**config.mk**
```make
export PLATFORM = sky130hd
export DESIGN_NAME = led_btn_ctrl_flat
export DESIGN_NICKNAME = d
export VERILOG_FILES = /design/src/rtl/led_btn_ctrl_if.sv /design/src/rtl/led_btn_ctrl.sv /design/src/flat_wrapper.sv
export SDC_FILE = /design/constraint.sdc
export NUM_CORES = 1
export LEC_CHECK = 0
export CAP_MARGIN = 20
export CORE_MARGIN = 2
export CORE_UTILIZATION = 43
export DETAILED_ROUTE_END_ITERATION = 10
export PLACE_DENSITY = 0.65
export SLEW_MARGIN = 20
export SYNTH_ARGS = -nofsm -noshare
export SYNTH_HDL_FRONTEND = slang
export SYNTH_SLANG_ARGS = --single-unit
```
**constraint.sdc**
```tcl
create_clock -name sclk -period 1.3 [get_ports sclk]
set_input_delay 0.325 -clock sclk [delete_from_list [all_inputs] [get_ports sclk]]
set_output_delay 0.325 -clock sclk [all_outputs]
set_load 0.01 [all_outputs]
```
**src/rtl/led_btn_ctrl_if.sv**
```systemverilog
`default_nettype none
// ============================================================================
// Module  : led_btn_ctrl_if
// Brief   : Button/LED channel bundle between a stimulus source and led_btn_ctrl.
// Rev     : 1.0 - initial release
// ============================================================================
interface led_btn_ctrl_if #(
  parameter int NUM_CH = 4
);
  logic [NUM_CH-1:0] btn;
  logic              all_off;
  logic [NUM_CH-1:0] btn_db;
  logic [NUM_CH-1:0] press;
  logic [NUM_CH-1:0] led;

  modport master (
    output btn,
    output all_off,
    input  btn_db,
    input  press,
    input  led
  );

  modport slave (
    input  btn,
    input  all_off,
    output btn_db,
    output press,
    output led
  );
endinterface : led_btn_ctrl_if
`default_nettype wire

```
**src/rtl/led_btn_ctrl.sv**
```systemverilog
`default_nettype none
// ============================================================================
// Module  : led_btn_ctrl
// Brief   : Per-channel button debounce, press detect and OFF/ON(/BLINK) LED mode.
//           Define LED_BLINK_EN to add the BLINK mode and its shared prescaler.
// Rev     : 1.0 - initial release
// ============================================================================
module led_btn_ctrl #(
  parameter int NUM_CH     = 4,
  parameter int DEB_CYCLES = 4,
  parameter int BLINK_DIV  = 8
) (
  input logic           sclk,
  input logic           rstn,
  led_btn_ctrl_if.slave bus
);

  localparam int            CW         = $clog2(DEB_CYCLES + 1);
  localparam logic [CW-1:0] C_CNT_LAST = CW'(DEB_CYCLES - 1);

  typedef enum logic [1:0] {
    MODE_OFF   = 2'd0,
    MODE_ON    = 2'd1,
    MODE_BLINK = 2'd2
  } mode_e;

  if (NUM_CH < 1 || NUM_CH > 16 || DEB_CYCLES < 1 || BLINK_DIV < 2) begin : g_param_check
    $error("led_btn_ctrl: illegal parameter value");
  end

  logic [NUM_CH-1:0] s1_q;
  logic [NUM_CH-1:0] s2_q;

  always_ff @(posedge sclk) begin
    if (!rstn) begin
      s1_q <= '0;
      s2_q <= '0;
    end else begin
      s1_q <= bus.btn;
      s2_q <= s1_q;
    end
  end

  logic blink_phase;

`ifdef LED_BLINK_EN
  localparam int PW = $clog2(BLINK_DIV);

  logic [PW-1:0] presc_q;
  logic [PW-1:0] presc_d;
  logic          phase_q;
  logic          phase_d;

  // Free-running: never restarted by mode changes, so all blinking LEDs share phase.
  always_comb begin
    presc_d = presc_q + PW'(1);
    phase_d = phase_q;
    if (presc_q == PW'(BLINK_DIV - 1)) begin
      presc_d = '0;
      phase_d = ~phase_q;
    end
  end

  always_ff @(posedge sclk) begin
    if (!rstn) begin
      presc_q <= '0;
      phase_q <= 1'b0;
    end else begin
      presc_q <= presc_d;
      phase_q <= phase_d;
    end
  end

  assign blink_phase = phase_q;
`else
  assign blink_phase = 1'b0;
`endif

  for (genvar i = 0; i < NUM_CH; i++) begin : g_ch
    logic [CW-1:0] cnt_q;
    logic [CW-1:0] cnt_d;
    logic          db_q;
    logic          db_d;
    logic          press_q;
    logic          press_d;
    logic          led_q;
    logic          led_d;
    mode_e         mode_q;
    mode_e         mode_d;

    always_comb begin
      cnt_d   = cnt_q;
      db_d    = db_q;
      press_d = 1'b0;
      if (s2_q[i] == db_q) begin
        cnt_d = '0;
      end else if (cnt_q == C_CNT_LAST) begin
        db_d    = s2_q[i];
        cnt_d   = '0;
        press_d = s2_q[i];
      end else begin
        cnt_d = cnt_q + CW'(1);
      end
    end

    // all_off wins over a coincident press, which is dropped rather than deferred.
    always_comb begin
      mode_d = mode_q;
      if (bus.all_off) begin
        mode_d = MODE_OFF;
      end else if (press_q) begin
        case (mode_q)
          MODE_OFF: mode_d = MODE_ON;
`ifdef LED_BLINK_EN
          MODE_ON:  mode_d = MODE_BLINK;
`else
          MODE_ON:  mode_d = MODE_OFF;
`endif
          default:  mode_d = MODE_OFF;
        endcase
      end
    end

    always_comb begin
      led_d = 1'b0;
      case (mode_q)
        MODE_ON:    led_d = 1'b1;
        MODE_BLINK: led_d = blink_phase;
        default:    led_d = 1'b0;
      endcase
    end

    always_ff @(posedge sclk) begin
      if (!rstn) begin
        cnt_q   <= '0;
        db_q    <= 1'b0;
        press_q <= 1'b0;
        led_q   <= 1'b0;
        mode_q  <= MODE_OFF;
      end else begin
        cnt_q   <= cnt_d;
        db_q    <= db_d;
        press_q <= press_d;
        led_q   <= led_d;
        mode_q  <= mode_d;
      end
    end

    assign bus.btn_db[i] = db_q;
    assign bus.press[i]  = press_q;
    assign bus.led[i]    = led_q;
  end

endmodule : led_btn_ctrl
`default_nettype wire

```
**src/flat_wrapper.sv**
```systemverilog
// flat-port wrapper written by rule: the top's interface ports become plain ports
module led_btn_ctrl_flat 
#(
  parameter int NUM_CH     = 4,
  parameter int DEB_CYCLES = 4,
  parameter int BLINK_DIV  = 8
)
  (sclk, rstn, bus_btn, bus_all_off, bus_btn_db, bus_press, bus_led);
  led_btn_ctrl_if #(.NUM_CH(NUM_CH)) bus_i ();
  input logic sclk;
  input logic rstn;
  input wire logic [$bits(bus_i.btn)-1:0] bus_btn;
  input wire logic [$bits(bus_i.all_off)-1:0] bus_all_off;
  output wire logic [$bits(bus_i.btn_db)-1:0] bus_btn_db;
  output wire logic [$bits(bus_i.press)-1:0] bus_press;
  output wire logic [$bits(bus_i.led)-1:0] bus_led;
  assign bus_i.btn = bus_btn;
  assign bus_i.all_off = bus_all_off;
  assign bus_btn_db = bus_i.btn_db;
  assign bus_press = bus_i.press;
  assign bus_led = bus_i.led;
  led_btn_ctrl #(.NUM_CH(NUM_CH), .DEB_CYCLES(DEB_CYCLES), .BLINK_DIV(BLINK_DIV)) u_core (.sclk(sclk), .rstn(rstn), .bus(bus_i));
endmodule
```
==> flow_metrics.py, run 1 <==
metrics = {
    "run_status": {
        "status": "complete, no violations",
    },
    "power_and_ir_drop": {
        "leakage_nw": 0.6354,
        "powerDensity_nw_per_um2": 1246,
        "power.total_mw": 1.958,
        "peakVddDrop_uv": 665.2,
    },
    "setup_path": {
        "path_max_fanout": 2,
        "timing.critical_path.cells": "clkdlybuf4s15_1",
        "crit_family": "flip-flops",
        "criticalPathCategory": "register to output pin",
        "end_kind": "output pin",
        "cp.required_ns": 0.98,
        "critPathBufInv": 1,
        "slowest_stage": "dfxtp_2",
        "cp.arrival_ns": 0.93,
        "slowest_delay_ns": 0.35,
        "start_kind": "register",
    },
    "routing": {
        "wl_per_cell_um": 11.33,
        "drc": 0,
        "viasPerCell": 4.735,
        "vias": 767,
        "drt_first_pass_iters": 2,
        "drtIter0Drc": 7,
        "routed_wl_um": 1835,
        "ant_nets": 0,
    },
    "synthesis": {
        "synth_edf_count": 0,
        "synth_largest_area_cell": "dfxtp_1",
        "synth.cell_area_um2": 1333,
        "synth-main-ff-cell": "dfxtp_1",
        "ys_seq_area_share_pct": 54.08,
        "synth_warnings": 0,
        "yosys-top-cells-count": "dfxtp_1, and2_1, buf_4",
        "yosysTopAreaCellShare_pct": 54.08,
        "synthArstFlopShare_pct": 0,
        "synth.avg_cell_area_um2": 11.90,
        "syn_inst": 112,
        "synth.most_common_cell": "dfxtp_1",
        "ys_ff_latch": 36,
        "synth.distinct_cells": 15,
        "syn_nets": 127,
        "synth_area_leaders": "dfxtp_1, ha_1, buf_4",
    },
    "final_layout": {
        "drive_gt1_share_pct": 24.03,
        "syn2layout_area_growth_pct": 17.93,
        "fin_area_um2": 1572,
        "antenna_cells": 0,
        "num-nets-final": 143,
        "finalNonFillerCells": 162,
    },
    "clocking": {
        "cts_setup_buffers": 0,
        "cts_buffer_depth": 2,
        "cts_buffers": 5,
        "clock_latency_ns": 0.34,
        "cts_tree": "yes",
        "cts_hold_buffers": 0,
        "clockRootBuffer": "clkbuf_4",
        "clkSlewWorstSetupHoldPaths_ns": 0.11,
        "cts_sinks": 36,
        "cts-htree-levels": 2,
    },
    "placed_design": {
        "io_buffers": 18,
        "gp_congestion": 0.6927,
        "placed_cells": 154,
        "pre_cts_ws_ns": -0.1040,
        "hpwl_um": 1280,
        "post_dp_cell_area_um2": 1495,
    },
    "floorplanning": {
        "coreArea_um2": 3003,
        "die_w_um": 59.67,
        "ios": 19,
        "start_util_pct": 44.38,
        "die_h_um": 59.67,
        "num_rows": 20,
        "die_area_um2": 3560,
    },
    "sta": {
        "fin_ws_ns": 0.04830,
        "fin_crit_ns": 1.252,
        "timing.fmax_mhz": 798.9,
        "worst_pin_slew_ns": 0.3376,
        "finalCritPeriodShare_pct": 96.28,
        "worst_hold_slack_ns": 0.4405,
        "fin_skew_ns": 0.007612,
        "slew_headroom_pct": 77.33,
        "setup_violations": 0,
        "drv_slew": 0,
        "grt_setup_unrepaired": "false",
        "hold_viol": 0,
    },
    "global_routing": {
        "grt_pass1_wl_um": 3194,
        "grt_pass1_vias": 774,
        "grt_use_total_pct": 12.70,
        "antenna_found_initial": 0,
        "grt_max_degree": 19,
        "grt_overflow_total": 0,
    },
    "worst_hold_path": {
        "hp-class": "register to register",
    },
    "job": {
        "drv_cap": 0,
    },
}
[power by group]
part	switching, mW	internal [mW]	leakage, nW	total, mW
Combinational	0.0229	0.0379	0.301	0.0609
Sequential	0.00750	1.12	0.293	1.13
Clock	0.371	0.401	0.0412	0.772
Total	0.402	1.56	0.635	1.96
[flip-flops by register name (all words and copies together), names as in the netlist]
register,cells
u_core.g_ch.db_q,4
u_core.s1_q,4
u_core.g_ch.cnt_q,12
u_core.g_ch.led_q,4
u_core.g_ch.press_q,4
u_core.g_ch.mode_q,4
u_core.s2_q,4
[final timing paths]
path,start,cells past startpoint,slack [ns],end
setup / recovery,u_core.g_ch[2].press_q,1,0.05,bus_press[2]
hold / removal,u_core.g_ch[2].cnt_q[0],1,0.44,u_core.g_ch[2].cnt_q[0]
setup reg to reg,u_core.g_ch[3].cnt_q[0],3,0.10,u_core.g_ch[3].cnt_q[2]
hold reg to reg,u_core.g_ch[2].cnt_q[0],1,0.44,u_core.g_ch[2].cnt_q[0]
[layer usage]
metal / part of all wire [%] / GRT usage (%) / vias to the layer above
met1: 42 / 12.75 / 346
met4: 3.7 / 10.48 / 0
li1: - / - / 395
met5: 0 / 0 / -
met2: 49 / 21.27 / 18
met3: 5.5 / 3.896 / 8
[layout by cell type (no fill, tap or decap), drive strengths merged, types with 3 or more instances in the layout]
cell type / netlist / layout
clkbuf: 3 / 10
buf: 12 / 6
nor2b: 4 / 4
nor4b: 8 / 8
nor2: 4 / 4
clkdlybuf4s50: 0 / 6
inv: 4 / 4
and4bb: 4 / 4
clkdlybuf4s15: 0 / 3
dlygate4sd2: 0 / 4
ha: 8 / 8
mux2i: 4 / 4
and4b: 4 / 4
xnor2: 8 / 8
dfxtp: 36 / 36
and2: 12 / 12
[cell families after synthesis]
family	count (synthesis)	synth area share (%)
multiplexers	4	3.005
XOR/XNOR	8	5.258
AND/OR/NAND/NOR	37	21.22
adder cells (fa/ha/maj)	8	7.512
buffers and inverters	19	8.920
flip-flops	36	54.08
[what timing repair did]
action	in CTS	in global routing
pin swaps	0	0
gates resized for setup	18	15
endpoints found under the setup margin	12	11
cloned	0	0
[cell type report]
class	instances	area (um^2)
Clock buffer	5	37.54
Clock inverter	3	42.54
Fill cell	287	1431
Inverter	4	15.01
Multi-Input combinational cell	57	514.2
Sequential cell	36	724.4
Tap cell	33	41.29
Timing Repair Buffer	24	196.4
[metrics by stage]
stage / setup TNS [ns] / util [%]
floorplan: 0 / -
global placement: -0.1055 / 49.79
detailed placement: -0.5805 / 49.79
CTS: 0 / 52.21
global route: 0 / 52.33
finish: 0 / 52.33
No activity file was read; power rests on OpenSTA's default activity.
==> inputs of run 2 (changes only) <==
- DONT_BUFFER_PORTS: default -> 1
- PLACE_DENSITY: 0.65 -> default
==> flow_metrics.py, run 2 (synthesis results as in run 1) <==
metrics = {
    "global_routing": {
        "grt_use_total_pct": 11.17,
        "grt_pass1_vias": 658,
        "antenna_found_initial": 0,
        "grt_pass1_wl_um": 2794,
        "grt_overflow_total": 0,
        "grt_max_degree": 34,
    },
    "sta": {
        "fin_skew_ns": 0.005591,
        "finalCritPeriodShare_pct": 91.28,
        "timing.fmax_mhz": 842.7,
        "hold_viol": 0,
        "tns_ns": 0,
        "setup_violations": 0,
        "slew_headroom_pct": 80.93,
        "fin_crit_ns": 1.187,
        "fin_ws_ns": 0.1133,
        "drv_slew": 0,
        "grt_setup_unrepaired": "false",
        "worst_pin_slew_ns": 0.2840,
    },
    "final_layout": {
        "fillers": 291,
        "layout_commonest_cell": "dfxtp_1",
        "num-nets-final": 119,
        "multiInputGateArea_um2": 499.2,
        "syn2layout_area_growth_pct": 0.6575,
        "final_core_util_pct": 44.67,
        "top_register": "u_core.g_ch.cnt_q",
        "antenna_cells": 0,
        "final_cell_mix": "dfxtp_1, and2_1, xnor2_1, ha_1, nor4b_1",
        "regArea_um2": 720.7,
        "drive_gt1_share_pct": 11.54,
        "finalNonFillerCells": 137,
        "largest_reg_flops": 12,
    },
    "clocking": {
        "clock_latency_ns": 0.31,
        "cts-htree-levels": 2,
        "cts_buffers": 5,
        "cts_sinks": 36,
        "cts_buffer_depth": 2,
        "clockRootBuffer": "clkbuf_4",
        "cts_tree": "yes",
        "clkSlewWorstSetupHoldPaths_ns": 0.10,
        "cts_setup_buffers": 0,
        "post_cts_resized": 0,
        "cts_hold_buffers": 0,
    },
    "setup_path": {
        "cp.arrival_ns": 1.41,
        "cp.required_ns": 1.53,
        "slowest_stage": "dfxtp_1",
        "slowest_delay_ns": 0.33,
        "path_max_fanout": 2,
        "end_kind": "register",
        "worstReg2RegStart": "u_core.g_ch[1].cnt_q[0]",
        "criticalPathCategory": "register to register",
        "crit_start": "u_core.g_ch[1].cnt_q[0]",
        "crit_top_cell": "ha_1",
        "start_kind": "register",
        "timing.critical_path.cells": "ha_1 -> ha_1 -> nor4b_1",
    },
    "routing": {
        "drtIter0Drc": 17,
        "drt_first_pass_iters": 4,
        "ant_nets": 0,
        "vias": 688,
        "wl_per_cell_um": 11.88,
        "routed_wl_um": 1628,
        "viasPerCell": 5.022,
        "drc": 0,
    },
    "floorplanning": {
        "die_w_um": 59.67,
        "coreArea_um2": 3003,
        "die_area_um2": 3560,
        "start_util_pct": 44.38,
        "die_h_um": 59.67,
        "ios": 19,
        "num_rows": 20,
    },
    "power_and_ir_drop": {
        "powerDensity_nw_per_um2": 1324,
        "peakVddDrop_uv": 512.5,
        "power.total_mw": 1.776,
        "leakage_nw": 0.5044,
    },
    "placed_design": {
        "gp_congestion": 0.6650,
        "pre_cts_ws_ns": 0.1273,
        "placed_cells": 130,
        "io_buffers": 0,
        "hpwl_um": 1123,
    },
    "job": {
        "drv_cap": 0,
    },
    "run_status": {
        "status": "complete, no violations",
    },
    "worst_hold_path": {
        "hold_path_startpoint": "bus_btn[0]",
        "hp-class": "input port to register",
    },
}
[run 2: cell types whose count changed in the layout (fill, tap and decap cells not counted), moves of 3 or more]
cell,delta
dlygate4sd2_1,-4
clkdlybuf4s50_1,-6
clkbuf_2,-5
buf_4,-6
dfxtp_2,-3
dfxtp_1,+3
[run 2: worst max-delay path, delay by kind of cell (launching register included)]
family,cells,cell delay [ns]
DFF,1,0.33
and+or+nand+nor,1,0.28
adders and majority gates,2,0.49
[run 2: metal layers]
layer	up-vias	share of wire (%)	global-route usage, %
met5	-	0	0
met4	0	1.3	8.571
met3	3	10	6.277
met2	22	44	16.46
met1	315	44	11.67
li1	348	-	-
[run 2: final cells by class]
class	count	share of cell area, %
Clock buffer	7	4.851
Sequential cell	36	53.73
Inverter	4	1.119
Tap cell	33	3.078
Multi-Input combinational cell	57	37.22
[run 2: metrics by stage]
step | hold slack [ns] | area [um^2]
3_3_place_gp | 0.4127 | 1270
5_1_grt | 0.09995 | 1341
3_5_place_dp | 0.4190 | 1270
4_1_cts | 0.1055 | 1335
6_report | 0.1321 | 1341
2_1_floorplan | 0.4069 | 1333
[run 2: power by group]
group | switching (mW) | internal [mW] | total (mW)
Sequential | 0.00703 | 1.12 | 1.12
Clock | 0.319 | 0.307 | 0.625
Combinational | 0.00840 | 0.0182 | 0.0266
[run 2: worst paths after layout]
path | endpoint | depth (start not counted) | slack, ns
max | u_core.g_ch[1].cnt_q[2] | 3 | 0.11
min | u_core.s1_q[0] | 1 | 0.13
max reg2reg | u_core.g_ch[1].cnt_q[2] | 3 | 0.11
min reg2reg | u_core.s2_q[3] | 1 | 0.44
==> inputs of run 3 (changes only) <==
- CAP_MARGIN: 20 -> 30
- GPL_ROUTABILITY_DRIVEN: default -> 1
==> results of run 3 <==
Same layout as run 2: the final DEF is identical, and so are final timing and power.
